==> src/rtl/rv32i_types.sv <==
// Shared RV32I core types: FU count and the common data bus entry format.
package rv32i_types;

  localparam int TOTAL_FU = 4;
  localparam int FU_ID_W  = (TOTAL_FU > 1) ? $clog2(TOTAL_FU) : 1;
  localparam int ORDER_W  = 6;

  typedef logic [FU_ID_W-1:0] fu_id_t;

  typedef struct packed {
    fu_id_t               fu_id;
    logic [4:0]           rd;
    logic [31:0]          data;
    logic [ORDER_W-1:0]   order;
  } cdb_entry_t;

endpackage

==> src/rtl/cdb_arbiter_if.sv <==
// FU-to-CDB bus: per-FU result requests in, one registered broadcast out.
interface cdb_arbiter_if
  import rv32i_types::*;
#(
  parameter int NUM_FU = TOTAL_FU
);

  // Valid/ready: FU i asserts req_valid[i] and holds req_data[i] stable until a
  // cycle with req_valid[i] && req_ready[i]; that cycle is the transfer. The
  // consumer never back-pressures cdb_valid.
  logic [NUM_FU-1:0]              req_valid;
  cdb_entry_t [NUM_FU-1:0]        req_data;
  logic [NUM_FU-1:0]              req_ready;
  logic                           cdb_valid;
  cdb_entry_t                     cdb_data;

  modport master (
    input  req_valid,
    input  req_data,
    output req_ready,
    output cdb_valid,
    output cdb_data
  );

  modport slave (
    output req_valid,
    output req_data,
    input  req_ready,
    input  cdb_valid,
    input  cdb_data
  );

endinterface

==> src/rtl/cdb_rr_select.sv <==
// Round-robin picker: first set request at or after rr_ptr+1, wrapping.
module cdb_rr_select #(
  parameter int NUM_FU = 4,
  parameter int IW     = (NUM_FU > 1) ? $clog2(NUM_FU) : 1
) (
  input  logic [NUM_FU-1:0] req,
  input  logic [IW-1:0]     rr_ptr,
  output logic [NUM_FU-1:0] grant,
  output logic [IW-1:0]     idx
);

  always_comb begin
    logic          found;
    logic [IW-1:0] cand;
    grant = '0;
    idx   = '0;
    found = 1'b0;
    cand  = '0;
    for (int k = 1; k <= NUM_FU; k++) begin
      cand = IW'((int'(rr_ptr) + k) % NUM_FU);
      if (!found && req[cand]) begin
        found       = 1'b1;
        grant[cand] = 1'b1;
        idx         = cand;
      end
    end
  end

endmodule

==> src/rtl/cdb_arbiter.sv <==
// CDB arbiter: one combinational grant per cycle, registered single-cycle broadcast.
// Define CDB_AGE_PRIO_EN to select oldest (smallest order) instead of round-robin.
module cdb_arbiter
  import rv32i_types::*;
#(
  parameter int NUM_FU = TOTAL_FU
) (
  input  logic                              clk,
  input  logic                              rst,
  input  logic                              flush,
  cdb_arbiter_if.master                     bus,
  output logic [31:0]                       conflict_cnt,
  output logic [((NUM_FU > 1) ? $clog2(NUM_FU) : 1)-1:0] dbg_rr_ptr
);

  localparam int IW = (NUM_FU > 1) ? $clog2(NUM_FU) : 1;

  logic [IW-1:0]     rr_ptr;
  logic [IW-1:0]     sel_idx;
  logic [NUM_FU-1:0] sel_grant;
  logic [NUM_FU-1:0] grant;
  cdb_entry_t        granted_entry;

`ifdef CDB_AGE_PRIO_EN
  // Strict less-than keeps the lowest index on equal order values.
  always_comb begin : age_select
    logic               found;
    logic [ORDER_W-1:0] best;
    found     = 1'b0;
    best      = '0;
    sel_grant = '0;
    sel_idx   = '0;
    for (int i = 0; i < NUM_FU; i++) begin
      if (bus.req_valid[IW'(i)] &&
          (!found || (bus.req_data[IW'(i)].order < best))) begin
        found   = 1'b1;
        best    = bus.req_data[IW'(i)].order;
        sel_idx = IW'(i);
      end
    end
    if (found) sel_grant[sel_idx] = 1'b1;
  end
`else
  cdb_rr_select #(
    .NUM_FU (NUM_FU),
    .IW     (IW)
  ) u_rr_select (
    .req    (bus.req_valid),
    .rr_ptr (rr_ptr),
    .grant  (sel_grant),
    .idx    (sel_idx)
  );
`endif

  assign grant         = (rst || flush) ? '0 : sel_grant;
  assign bus.req_ready = grant;
  assign dbg_rr_ptr    = rr_ptr;

  always_comb begin
    granted_entry       = bus.req_data[sel_idx];
    granted_entry.fu_id = fu_id_t'(sel_idx);
  end

  always_ff @(posedge clk) begin
    if (rst) begin
      bus.cdb_valid <= 1'b0;
      bus.cdb_data  <= '0;
      rr_ptr        <= IW'(NUM_FU - 1);
      conflict_cnt  <= '0;
    end else begin
      // Contention is counted even while flushing; the counter sticks at all-ones.
      if (($countones(bus.req_valid) > 1) && (conflict_cnt != 32'hFFFF_FFFF))
        conflict_cnt <= conflict_cnt + 32'd1;
      if (|grant) begin
        bus.cdb_valid <= 1'b1;
        bus.cdb_data  <= granted_entry;
        rr_ptr        <= sel_idx;
      end else begin
        bus.cdb_valid <= 1'b0;
      end
    end
  end

endmodule

==> src/flat_wrapper.sv <==
// flat-port wrapper written by rule: the top's interface ports become plain ports
module cdb_arbiter_flat import rv32i_types::*;
#(
  parameter int NUM_FU = TOTAL_FU
)
  (clk, rst, flush, conflict_cnt, dbg_rr_ptr, bus_req_valid, bus_req_data, bus_req_ready, bus_cdb_valid, bus_cdb_data);
  cdb_arbiter_if #(.NUM_FU(NUM_FU)) bus_i ();
  input  logic clk;
  input  logic rst;
  input  logic flush;
  output logic [31:0] conflict_cnt;
  output logic [((NUM_FU > 1) ? $clog2(NUM_FU) : 1)-1:0] dbg_rr_ptr;
  input wire logic [$bits(bus_i.req_valid)-1:0] bus_req_valid;
  input wire logic [$bits(bus_i.req_data)-1:0] bus_req_data;
  output wire logic [$bits(bus_i.req_ready)-1:0] bus_req_ready;
  output wire logic [$bits(bus_i.cdb_valid)-1:0] bus_cdb_valid;
  output wire logic [$bits(bus_i.cdb_data)-1:0] bus_cdb_data;
  assign bus_i.req_valid = bus_req_valid;
  assign bus_i.req_data = bus_req_data;
  assign bus_req_ready = bus_i.req_ready;
  assign bus_cdb_valid = bus_i.cdb_valid;
  assign bus_cdb_data = bus_i.cdb_data;
  cdb_arbiter #(.NUM_FU(NUM_FU)) u_core (.clk(clk), .rst(rst), .flush(flush), .bus(bus_i), .conflict_cnt(conflict_cnt), .dbg_rr_ptr(dbg_rr_ptr));
endmodule
==> config.mk <==
export PLATFORM = sky130hd
export DESIGN_NAME = cdb_arbiter_flat
export DESIGN_NICKNAME = d
export VERILOG_FILES = /design/src/rtl/rv32i_types.sv /design/src/rtl/cdb_arbiter_if.sv /design/src/rtl/cdb_rr_select.sv /design/src/rtl/cdb_arbiter.sv /design/src/flat_wrapper.sv
export SDC_FILE = /design/constraint.sdc
export NUM_CORES = 1
export LEC_CHECK = 0
export CORE_UTILIZATION = 39
export DETAILED_ROUTE_END_ITERATION = 12
export PLACE_DENSITY_LB_ADDON = 0.3
export SLEW_MARGIN = 20
export SYNTH_ARGS = -nofsm -noshare
export SYNTH_HDL_FRONTEND = slang
export SYNTH_HIERARCHICAL = 1
export SYNTH_SLANG_ARGS = --single-unit
==> constraint.sdc <==
create_clock -name clk -period 3.75 [get_ports clk]
set_clock_uncertainty 0.15 [all_clocks]
set_input_delay 0.75 -clock clk [delete_from_list [all_inputs] [get_ports clk]]
set_output_delay 0.75 -clock clk [all_outputs]
set_load 0.03 [all_outputs]
After elaboration in Yosys (flattened, before gate mapping)
Index checks and enable logic that the tools add are counted.

operators by class
  add/subtract/negate cells = 8
  $mul = 0
  divide/modulo/power cells = 0
  magnitude comparators = 10
  eq/ne operators = 1
  shifts and indexed selects = 0
  muxes and demuxes = 31
  bitwise gates (word level) = 3
  reduce and logical (&&, ||, !) cells = 13

operators with widths
  kind                   count
  $bmux 45 s2            1
  $mux 43                1
  $add 32x1->32 const B  1
  $add 32x32->32         1
  $gt 32x2->1 const B    1
  $ne 32x32->1 const B   1
  $mux 4                 5
  $lt 2x3->1 const B     5
  $mux 1                 12
  $or 4x4->4             3
  $bmux 1 s2             4
  $demux 1 s2            4
  $ge 2x1->1 const B     4
  $logic_and 1x1->1      8
  $mux 2                 4
  $add 1x1->2            2
  $add 2x1->2 const B    2
  $add 2x2->2 const B    2
  $reduce_or 4->1        1
  $logic_not 1->1        3
  $logic_or 1x1->1       1

storage, ports and cells
  register bits = 80
  latch bits = 0
  bits in writable memories = 0
  bits in read-only memories = 0
  input bits = 187
  output and inout port bits = 84
  word-level logic and storage cells = 73
  memories = 0

Logic depth before layout (Yosys ltp)
Gate-level depths: netlist (run 1).

  word-level depth = 16
  gate-level depth with buffers = 13
  depth with buffers taken out = 11

Hierarchy
The synthesis (run 1) kept the hierarchy.

modules (own cells, without submodules)
  module         times used  cells each  area each (sq um)  seq. area each (sq um)
  cdb_arbiter    1           462         4385.5             1601.5
  cdb_rr_select  1           59          490.5              0.0

Least setup slack after synthesis (run 1)
No wires, ideal clock.

  path kind = reg2reg
  from = reg u_core.rr_ptr[0], in the netlist u_core/dbg_rr_ptr[0]
  to = reg, netlist name u_core/bus.cdb_data[10]
  setup time = 70 ps
  arrival = 3475 ps
  required time = 3530 ps
  setup slack = 55 ps
  cell stages (with the launch flop) = 14
  path buffers = 3
  clock period less this slack = 3695 ps
  cells stage by stage = dfxtp_1 > buf_4 > inv_1 > ha_1 > mux4_2 > nand2_1 > o21ai_1 > a221o_1 > and2_1 > nor4_1 > buf_2 > buf_2 > nand2_1 > a21oi_1

on the way
  word-level cells in the longest chain between the ends = 15
  elaborated cells between the ends (all ways) = 56
  those cells by class = add/sub: 4; order compare: 8; mux: 30; bitwise: 3; reduce/logical: 11

RTL lines
  what                                                 line                 text
  start: declaration                                   cdb_arbiter.sv:18    logic [IW-1:0] rr_ptr;
  start signal: assignment                             cdb_arbiter.sv:68    rr_ptr <= IW'(NUM_FU - 1);
  start signal: assignment                             cdb_arbiter.sv:77    rr_ptr <= sel_idx;
  branches (longest 12 deep; another with $lt 2x3->1)  n/a
  $mux 4 (*)                                           cdb_rr_select.sv:21  if (!found && req[cand]) begin
  via u_core.sel_grant[2]                              cdb_arbiter.sv:20    logic [NUM_FU-1:0] sel_grant;
  $mux 4 (*)                                           cdb_arbiter.sv:55    assign grant = (rst || flush) ? '0 : sel_grant;
  via bus_req_ready[2]                                 flat_wrapper.sv:15   output wire logic [$bits(bus_i.req_ready)-1:0] bus_req_ready;
  $reduce_or 4->1 (*)                                  cdb_arbiter.sv:74    if (|grant) begin

Mark *: on every way through the listed nets, which the timed path passes. The select of a mux whose other input is x is not followed.
A chain may end at the register's enable or synchronous reset.

Final worst setup path (run 1)
  from = in bus_req_valid[3]
  to = out bus_req_ready[2]

on the way
  word-level cells in the longest chain between the ends = 13
  elaborated cells between the ends (all ways) = 25
  those cells by class = mux: 16; bitwise: 3; reduce/logical: 6

RTL lines
  what                          line                 text
  start: declaration            flat_wrapper.sv:13   input wire logic [$bits(bus_i.req_valid)-1:0] bus_req_valid;
  $bmux 1 s2                    cdb_rr_select.sv:21
  $mux 1 (implied by the code)  cdb_rr_select.sv:21
  $mux 1                        cdb_rr_select.sv:21
  $logic_not 1->1               cdb_rr_select.sv:21
  $logic_and 1x1->1             cdb_rr_select.sv:21
  $mux 1                        cdb_rr_select.sv:21
  $logic_not 1->1               cdb_rr_select.sv:21
  $logic_and 1x1->1             cdb_rr_select.sv:21
  $mux 1                        cdb_rr_select.sv:21
  $logic_not 1->1               cdb_rr_select.sv:21
  $logic_and 1x1->1             cdb_rr_select.sv:21
  $mux 4 (*)                    cdb_rr_select.sv:21
  via u_core.sel_grant[2]       cdb_arbiter.sv:20
  $mux 4 (*)                    cdb_arbiter.sv:55
  end: declaration              flat_wrapper.sv:15

Mark *: on every way through the listed nets, which the timed path passes. The rest lies on a longest branch. The select of a mux whose other input is x is not followed.

==> results.txt, run 1 <==
The count of final setup violators is 0, and the share of synthesized flip-flops with an asynchronous set or reset is 0%. Dividing the synthesized area by the synthesized cell count gives 9.36 um2. The total overflow left after global routing is 0. Top fanout value on the critical path: 7.

The number of standard cells in the layout, taps in and fillers out is 955, and the transition time of the tightest slew-check pin is 0.873 ns. Once layout is complete, the utilization of the core stands at 66.8%. The launch point of the worst path is bus_req_valid[3]. The die is 114 um tall.

The critical path class was input port to primary output. The first global-routing pass estimated 27,400 um of wire. The worst setup path is captured at a primary output. At the later pin of the worst-skew pair, clock insertion delay measures 0.33 ns. Detailed routing inserted a total of 5,157 vias. In this run the worst setup path terminates at bus_req_ready[2]. The number of clock buffers added by TritonCTS is 9.

The number of nets in the synthesized netlist is 718. The mapped netlist covers 4880 um2. Of the post-synthesis cell area, the dominant cell type holds 32.8%. Measured in cells, the most critical reg-to-reg path has a length of 9.

The most used flip-flop cell after synthesis is sky130_fd_sc_hd__dfxtp_1. The worst setup path is launched from an input port. From synthesis to final layout, the design area changed by 65.9%.

The number of placed instances, taps included, is 936. At the worst endpoint, the arrival time is 2.74 ns. The H-tree was split into 3 levels. Of the total power, registers draw 22.0%. The clock net sink count is 80, and the static power due to leakage is 2.80 nW. The tools report the initial standard-cell utilization of the core as 40.3%. Number of hold-slack violations in the final timing report: 0. Ranked by total cell area, the synthesized netlist is headed by sky130_fd_sc_hd__dfxtp_1 33%, sky130_fd_sc_hd__mux4_2 21%, sky130_fd_sc_hd__nand2_1 8.9%. The peak ir drop on the vdd network is 0.377 mV. The run gives 60.8% as the share of total power in combinational logic. Dividing total power by cell area gives a power density of 656 nW/um2. Post-CTS repair changed the size of 0 cells.

The tools report the placeable core area as 12,100 um2. The relative max-transition margin is 41.8%. In this run switching power makes up 39.8% of total power.

After clock tree synthesis, the setup repair step added 0 buffers. For the final instance area, the log shows 8090 um2. The logs give 0.00212 W for the switching power and 0.00320 W for the cell-internal power. The final max-slew violation count is 0. For the buffer levels on the longest clock path, the log shows 2.

For this block, the routed nets add up to 17,500 um of wire. For the portion of the post-synthesis area used by sequential elements, the log shows 32.8%. The via density per instance came out at 5.40. The highest attainable clock frequency was 0.274 GHz. Counting every instance in the synthesized netlist gives 521. After clock tree synthesis, the clock-pin slew on the worst setup and hold paths is 0.06 ns. After synthesis, the most frequently instantiated cells are 116 x sky130_fd_sc_hd__nand2_1, 80 x sky130_fd_sc_hd__dfxtp_1, 64 x sky130_fd_sc_hd__a21oi_1. Summed over all nets, the half-perimeter wirelength after detailed placement is 13,600 um. Yosys instantiated no cell more often than sky130_fd_sc_hd__nand2_1.

The tools report the data required time of the worst path as 2.85 ns. The library cell occupying the most area in the post-synthesis netlist is sky130_fd_sc_hd__dfxtp_1. Max-cap violations in this run came to 0. The sequential cells in the finished layout cover a total of 1600 um2.

The count of cell types in the netlist was 62. The time the worst path needs with I/O delays and setup was 3.64 ns; the number of enable-type register cells in the synthesized netlist was 0. The count of nets left with antenna violations once routing finished came out at 0.

The cts-stage hold buffer count came out at 0. The tools report the area used by multi-input combinational logic as 3090 um2. The count of buffers added on input and output ports is 262.

Overall power consumption after layout is estimated at 0.00531 W. Of the cells placed in the final design, the portion with a size suffix greater than 1 is 13.6%. The floorplan has 40 rows. The tools report the overall track demand over capacity in global routing as 27.4%. The number of iterations in the first detailed-routing pass is 5, and the placer congestion estimate is 0.916.

The endpoint identified for the worst register-to-register timing path is u_core/bus.cdb_data[21]. The logs give 13,000 um2 for the die footprint and 976 for the count of nets after finishing. In the final routed layout, each cell accounts on average for 18.3 um. The setup check on the worst reg-to-reg path leaves a slack of 0.60 ns. TritonCTS built the clock tree. Setup repair after global routing left no endpoint under its margin. The number of antenna violations at the first check in global routing was 3; the register bit count reported by yosys was 80. In this run the clock root is driven by a sky130_fd_sc_hd__clkbuf_16.

After filler insertion, the fill cell instance count of the layout stands at 962. The DRC violation count after routing is 0, and the post-route clock period utilization is 97.2%. The startpoint of the worst register-to-register path is u_core/dbg_rr_ptr[1]. Yosys printed 6 warnings.

The tools report the clock share of power as 17.2%. The floorplan step set the die width to 114 um. The tools report the maximum number of pins on one net before global-route repair as 83. In this run the count of I/O pins placed on the die edge is 271.

The run gives 5,314 as the number of global-route vias before repair. The path class of the lowest-slack min-delay path was register to register. The run gives 7770 um2 as the cell area reported after detailed placement.

The flow ran to the end, and the final reports show no timing, DRC or antenna violations. In this run, the number of DRC markers left after iteration 0 of detailed routing was 300.
==> routing by layer <==
metal / share of wire, % / vias up / routed length [um] / global-route usage (%)
met3: 7.0 / 28 / 1220 / 6.22
met5: 0 / - / 0 / 0
met4: 2.4 / 0 / 417 / 11.2
li1: - / 2435 / - / -
met2: 54 / 202 / 9460 / 49.8
met1: 37 / 2492 / 6410 / 30.9
==> worst max-delay path, stage by stage <==
cell and delay, ns:
sky130_fd_sc_hd__clkdlybuf4s50_1 0.47, sky130_fd_sc_hd__buf_4 0.16, sky130_fd_sc_hd__mux4_2 0.57, sky130_fd_sc_hd__a211oi_4 0.26, sky130_fd_sc_hd__a221o_1 0.19, sky130_fd_sc_hd__and2_1 0.16, sky130_fd_sc_hd__buf_4 0.17
==> metrics by stage <==
step | setup slack (ns) | setup TNS (ns) | hold WS, ns
after floorplan | 0.0548 | 0 | 0.426
after global placement | -0.0192 | -0.0384 | 0.287
after detailed placement | -0.0839 | -0.909 | 0.296
after CTS | 0.109 | 0 | 0.302
after global routing | 0.00555 | 0 | 0.320
final | 0.107 | 0 | 0.301
==> worst min path at each step <==
stage	depth (start not counted)	slack, ns	from	end
global route	2	0.32	u_core/bus.cdb_data[26]	u_core/bus.cdb_data[26]
global placement	2	0.29	u_core/bus.cdb_data[35]	u_core/bus.cdb_data[35]
finish	2	0.30	u_core/bus.cdb_data[35]	u_core/bus.cdb_data[35]
detailed placement	2	0.30	u_core/bus.cdb_data[19]	u_core/bus.cdb_data[19]
floorplan	2	0.43	u_core/bus.cdb_data[15]	u_core/bus.cdb_data[15]
CTS	2	0.30	u_core/bus.cdb_data[35]	u_core/bus.cdb_data[35]
==> flip-flops by register name (all words and copies together), names as in the netlist <==
signal and flops:
u_core/bus.cdb_valid 1, u_core/dbg_rr_ptr 2, u_core/bus.cdb_data 45, u_core/conflict_cnt 32
==> layout by cell type, fill, tap and decap left out, types with 2 or more instances in the layout <==
cell | netlist | final
sky130_fd_sc_hd__clkbuf_8 | 0 | 2
sky130_fd_sc_hd__or4_1 | 7 | 7
sky130_fd_sc_hd__clkdlybuf4s50_1 | 0 | 256
sky130_fd_sc_hd__clkbuf_16 | 0 | 9
sky130_fd_sc_hd__nor2b_1 | 3 | 3
sky130_fd_sc_hd__and4_1 | 5 | 5
sky130_fd_sc_hd__buf_4 | 1 | 20
sky130_fd_sc_hd__nand4_1 | 9 | 9
sky130_fd_sc_hd__inv_1 | 9 | 9
sky130_fd_sc_hd__nor2_1 | 21 | 21
sky130_fd_sc_hd__a211oi_4 | 2 | 2
sky130_fd_sc_hd__o21ai_0 | 6 | 6
sky130_fd_sc_hd__dfxtp_1 | 80 | 80
sky130_fd_sc_hd__nand2_1 | 116 | 116
sky130_fd_sc_hd__o31ai_1 | 8 | 8
sky130_fd_sc_hd__mux4_2 | 45 | 45
sky130_fd_sc_hd__nor3_1 | 2 | 2
sky130_fd_sc_hd__or3_1 | 7 | 7
sky130_fd_sc_hd__a221o_1 | 4 | 4
sky130_fd_sc_hd__nand3_1 | 9 | 9
sky130_fd_sc_hd__o21ai_1 | 9 | 8
sky130_fd_sc_hd__nor3_2 | 2 | 2
sky130_fd_sc_hd__a211oi_1 | 7 | 7
sky130_fd_sc_hd__a21oi_1 | 64 | 64
sky130_fd_sc_hd__ha_1 | 9 | 9
sky130_fd_sc_hd__diode_2 | 0 | 3
sky130_fd_sc_hd__xnor2_1 | 11 | 11
sky130_fd_sc_hd__and2_1 | 8 | 8
sky130_fd_sc_hd__and3b_1 | 2 | 2
sky130_fd_sc_hd__and3_1 | 4 | 4
sky130_fd_sc_hd__buf_12 | 0 | 5
sky130_fd_sc_hd__mux2_1 | 3 | 3
==> power groups by stage <==
stage	Sequential, W	Combinational [W]	Clock [W]
5_1_grt	0.00119	0.00344	0.000959
6_report	0.00117	0.00323	0.000913
2_1_floorplan	0.00158	0.00168	0
3_3_place_gp	0.00117	0.00317	0
4_1_cts	0.00117	0.00324	0.000926
3_5_place_dp	0.00118	0.00322	0
==> final cells by class <==
| class | count | share of cell area [%] |
|---|---|---|
| timing repair buffer | 283 | 35.0 |
| multi-input combinational | 394 | 38.2 |
| sequential | 80 | 19.8 |
| clock buffer | 12 | 3.17 |
| tap | 168 | 2.60 |
| antenna | 3 | 0.0928 |
| clock inverter | 4 | 0.634 |
| inverter | 11 | 0.510 |
==> kinds of logic after synthesis <==
logic type / share of synthesized area, %
buffers and inverters: 4.34
multiplexers: 21.9
XOR/XNOR: 1.98
AND/OR/NAND/NOR: 20.3
flip-flops: 32.8
adder cells (fa/ha/maj): 2.72
AO/OA/AOI/OAI: 15.9
(Power assumes the default switching activity.)
==> run 2, diff against run 1 <==
Settings changed: CTS_CLUSTER_SIZE set to 28.
==> results of run 2 <==
Final layout, timing and power as in run 1 (identical DEF).
==> edit 1 (config.mk and constraints of run 1) <==
`ORDER_W`: 6 -> 3.
--- a/src/rtl/rv32i_types.sv
+++ b/src/rtl/rv32i_types.sv
@@ -4,5 +4,5 @@
   localparam int TOTAL_FU = 4;
   localparam int FU_ID_W  = (TOTAL_FU > 1) ? $clog2(TOTAL_FU) : 1;
-  localparam int ORDER_W  = 6;
+  localparam int ORDER_W  = 3;
 
   typedef logic [FU_ID_W-1:0] fu_id_t;
Ports: changed (resized bus_cdb_data and bus_req_data); port bits go from 271 to 256. No check against the original RTL was run, so the function may have changed too.
==> edit 1 against run 1 <==
Sequential cell count fell by 3. Cell area is 3.3% lower. Worst setup slack improved by 0.010 ns. Wire length decreased by 11%. Critical endpoint is now bus_req_ready[3]. Largest cell class unchanged. Power is 4.6% lower. Area after synthesis fell by 1.3%. Clock power is 2% higher. Die area shrank 1.2%.
==> edit 1: results (changes against run 1) <==
| Metric | Value |
|---|---|
| DR WL/cell | `17.1 um (-6.7%)` |
| Sw Pwr | `1970 uW (-7.0%)` |
| Tot GR Track Use | `24.5% (-2.8 points)` |
| Cells after DPL | `895 (-4.4%)` |
| Diode count | `0 (-3)` |
| Initial DRC count | `285 (-5.0%)` |
| Max rail drop VDD | `0.495 mV (+31%)` |
| Layout net count | `944 (-3.3%)` |
| Placement Setup Slack | `-0.00543 ns (+0.0785 ns)` |
| Skew-Pair Late Insertion Delay | `0.33 ns (about the same)` |
| Worst Max-Slew Pin Slew | `0.914 ns (+0.0406 ns)` |
| Hpwl dp | `12100 um (-11%)` |
| Seq/Total Area, Yosys | `32.0% (-0.83 points)` |
| Post-synthesis xor/xnor area fraction | `0.364% (-1.6 points)` |
| Placer Congestion | `0.873 (-4.7%)` |
| Input/output buffers | `247 (-5.7%)` |
| Vias in the first global route | `4911 (-7.6%)` |
| CTS clk-pin slew, worst paths | `0.06 ns (about the same)` |
| Leak | `0.00272 uW (-2.9%)` |
| Worst Setup SP | `bus_req_valid[1]` |
| Vias after detailed routing | `5041 (-2.2%)` |
| TritonCTS Buffers | `9 (unchanged)` |
| Post-synthesis mux area share | `20.6% (-1.3 points)` |
| Status | `finished, final reports clean` |
| Area after DPL | `0.00750 mm2 (-3.4%)` |
| Commonest cells in the synthesized netlist | `113 x nand2_1, 77 x dfxtp_1, 62 x a21oi_1` |
| Synthesized Nets | `700 (-2.5%)` |
| First-pass GRT wire length | `24600 um (-10%)` |
| Hold path start | `u_core/bus.cdb_data[19]` |
| Synth Area in Compound Gates | `17.3% (+1.4 points)` |
| Largest net degree at the start of global routing | `81 (-2.4%)` |
| Remaining antenna violation count | `0 (unchanged)` |
| R2R Path Start | `u_core/dbg_rr_ptr[1]` |
| Mean Syn Cell Area | `9.35 um2 (-0.11%)` |
| Finish-stage setup viols | `0 (unchanged)` |
| Fraction of layout cells with a size suffix above 1 | `16.5% (+2.8 points)` |
| Number of antenna violations at the first check in global routing | `0 (-3)` |
| Max reg flops | `42 (-6.7%)` |
| Number of library cell types mapped by synthesis | `66 (+6.5%)` |
| Largest register by flop count | `u_core/bus.cdb_data` |
| Final std cells w/o fill | `911 (-4.6%)` |
| Synthesized-area fraction occupied by adder cells | `2.75% (+0.035 points)` |
| Top cells by area, synth | `dfxtp_1 32%, mux4_2 20%, nand2_1 8.8%` |
| CP Data Arrival Time | `2.73 ns (about the same)` |
==> edit 1: changes by cell type after synthesis, moves of 5 or more <==
cell	before	now
xnor2_1	11	0
or3_1	7	19
a211oi_1	7	2
buf_2	13	6
nor2_1	21	13
o21ai_0	6	11
a21oi_2	0	11
==> edit 1: per-layer routing <==
metal | global-route usage, % | up-vias | part of all wire, %
met3 | 7.71 | 35 | 8.7
met5 | 0 | - | 0
met2 | 41.4 | 206 | 50
met1 | 28.2 | 2409 | 38
li1 | - | 2391 | -
met4 | 11.9 | 0 | 3.7
==> edit 1: cell type report <==
type | count | area (um2)
fill | 981 | 4190
multi-input combinational | 394 | 3070
timing repair buffer | 268 | 2680
sequential | 77 | 1540
clock buffer | 10 | 229
tap | 147 | 184
clock inverter | 6 | 86.3
inverter | 9 | 33.8
==> edit 1: worst paths after layout <==
kind / cells after the start / slack (ns) / end
setup / recovery: 6 / 0.12 / bus_req_ready[3]
hold reg to reg: 2 / 0.30 / u_core/bus.cdb_data[19]
hold / removal: 2 / 0.30 / u_core/bus.cdb_data[19]
setup reg to reg: 9 / 0.67 / u_core/bus.cdb_data[10]
==> edit 1: power groups by stage <==
stage / Clock, uW / Combinational (uW) / Sequential (uW)
floorplan: 0 / 1590 / 1510
global placement: 0 / 3000 / 1120
detailed placement: 0 / 3040 / 1130
CTS: 938 / 3050 / 1110
global route: 983 / 3240 / 1140
finish: 931 / 3020 / 1110
==> edit 1: timing repair <==
item                                   in CTS  in global routing
endpoints found under the hold margin       0                  0
setup endpoints to repair                   0                  2
setup buffers                               0                  0
resized for setup                           0                  1
==> edit 1: critical path, stage by stage <==
cell and delay, ns:
clkdlybuf4s50_1 0.52, mux4_2 0.63, a211oi_4 0.27, a221o_1 0.19, and2_1 0.18, buf_4 0.18
==> edit 2 (config.mk and constraints of run 1) <==
Made on the original files. Put one more register stage on the output `conflict_cnt`. The value now appears one clock later. The other outputs are not delayed to match.
--- a/src/rtl/cdb_arbiter.sv
+++ b/src/rtl/cdb_arbiter.sv
@@ -15,4 +15,6 @@
 
   localparam int IW = (NUM_FU > 1) ? $clog2(NUM_FU) : 1;
+
+  logic [31:0] conflict_cnt_s0;
 
   logic [IW-1:0]     rr_ptr;
@@ -67,9 +69,9 @@
       bus.cdb_data  <= '0;
       rr_ptr        <= IW'(NUM_FU - 1);
-      conflict_cnt  <= '0;
+      conflict_cnt_s0 <= '0;
     end else begin
       // Contention is counted even while flushing; the counter sticks at all-ones.
-      if (($countones(bus.req_valid) > 1) && (conflict_cnt != 32'hFFFF_FFFF))
-        conflict_cnt <= conflict_cnt + 32'd1;
+      if (($countones(bus.req_valid) > 1) && (conflict_cnt_s0 != 32'hFFFF_FFFF))
+        conflict_cnt_s0 <= conflict_cnt_s0 + 32'd1;
       if (|grant) begin
         bus.cdb_valid <= 1'b1;
@@ -82,4 +84,8 @@
   end
 
+  always_ff @(posedge clk) begin
+    conflict_cnt <= conflict_cnt_s0;
+  end
+
 endmodule
 
Behaviour: not the same (Yosys sat finds a counterexample within 4 cycles, from zero or initial values and one cycle with rst high).
==> edit 2 against run 1 <==
Wire length increased by 0.29%. Synthesized cell count increased by 6.5%. Sequential cell count increased by 32. Via count increased by 4.2%. Area after synthesis increased by 12%. Die area increased by 12%. Cell area increased by 7.5%. Non-clock buffer count increased by 4. Worst setup slack improved by 0.22 ns. Power increased by 8.4%. Critical path depth increased by 2. Largest power group unchanged.
==> edit 2: results (changes against run 1) <==
| Metric | Value |
|---|---|
| Status | `finished, final reports clean` |
| Commonest cells in the synthesized netlist | `112 x dfxtp_1, 110 x nand2_1, 72 x a21oi_1` |
| Area after DPL | `0.00838 mm2 (+7.8%)` |
| Relative slew slack | `40.5% (-1.2 points)` |
| Worst hold stages | `0 (-2)` |
| First-pass GRT wire length | `27200 um (-0.48%)` |
| Number of library cell types mapped by synthesis | `51 (-18%)` |
| Reg2Reg Capture Point | `u_core/bus.cdb_data[18]` |
| Max rail drop VDD | `0.440 mV (+17%)` |
| Tot GR Track Use | `24.2% (-3.2 points)` |
| Critical Path Sink | `bus_req_ready[0]` |
| Mean Syn Cell Area | `9.82 um2 (+4.9%)` |
| CTS clk-pin slew, worst paths | `0.08 ns (+0.02 ns)` |
| Worst R2R Setup Slack | `0.58 ns (-0.02 ns)` |
| Placement Setup Slack | `0.0265 ns (+0.110 ns)` |
| Hold endpoint | `u_core/conflict_cnt[22]` |
| Top cells by area, synth | `dfxtp_1 41%, mux4_2 19%, nand2_1 7.6%` |
| CP Data Arrival Time | `2.53 ns (-0.21 ns)` |
| Final std cells w/o fill | `1001 (+4.8%)` |
| Multi-input logic area | `0.00300 mm2 (-3.1%)` |
| Fillers | `1071 (+11%)` |
| Vias in the first global route | `5376 (+1.2%)` |
| Placer Congestion | `0.911 (-0.48%)` |
| Hold path start | `u_core/conflict_cnt_s0[22]` |
| Leak | `0.00310 uW (+11%)` |
[edit 2: cell types whose count changed after synthesis, sizes merged, moves of 5 or more]
cell / delta
nand2: -6
dfxtp: +32
xnor2: -9
a211oi: -9
or3: +8
nor2: -5
o21ai: +7
a21oi: +8
[edit 2: layout make-up]
| class | count | share of cell area [%] |
|---|---|---|
| diodes | 4 | 0.115 |
| well taps | 176 | 2.53 |
| multi-input cells | 391 | 34.4 |
| clock buffers | 10 | 2.75 |
| flip-flops and latches | 112 | 25.8 |
| clock inverters | 6 | 0.590 |
| inverters | 15 | 0.647 |
| repair buffers | 287 | 33.1 |
[edit 2: logic make-up (layout without fill, tap and decap cells)]
family,Yosys count,in the layout,share of synthesized area [%]
AOI/OAI and AO/OA,117,117,12.9
xor gates and xnor gates,3,3,0.482
DFF,112,112,41.1
adders and majority gates,10,10,2.43
buffers and inverters,52,318,4.34
muxes,53,53,20.2
other,0,4,0
and+or+nand+nor,208,208,18.5
[edit 2: worst max-delay path, stage by stage (launching register included)]
cell and delay [ns]:
dfxtp_1 0.34, inv_1 0.11, ha_1 0.43, mux4_2 0.41, buf_4 0.19, nand2_1 0.07, o21ai_1 0.06, a221o_1 0.25
and2_1 0.15, buf_4 0.17
[edit 2: what timing repair did]
action | CTS | global route
setup buffers | 0 | 2
endpoints found under the setup margin | 0 | 4
hold endpoints to repair | 0 | 0
resized for setup | 0 | 4
[edit 2: power by group]
group | switching (uW) | internal, uW | total (uW)
registers | 115 | 1400 | 1510
logic | 1670 | 1640 | 3310
clock network | 448 | 480 | 928
[edit 2: routing by layer]
layer	vias to the layer above	wire [um]	GRT usage, %
met3	27	1400	5.61
li1	2541	-	-
met1	2567	6310	26.5
met4	0	433	9.10
met5	-	0	0
met2	241	9420	44.8
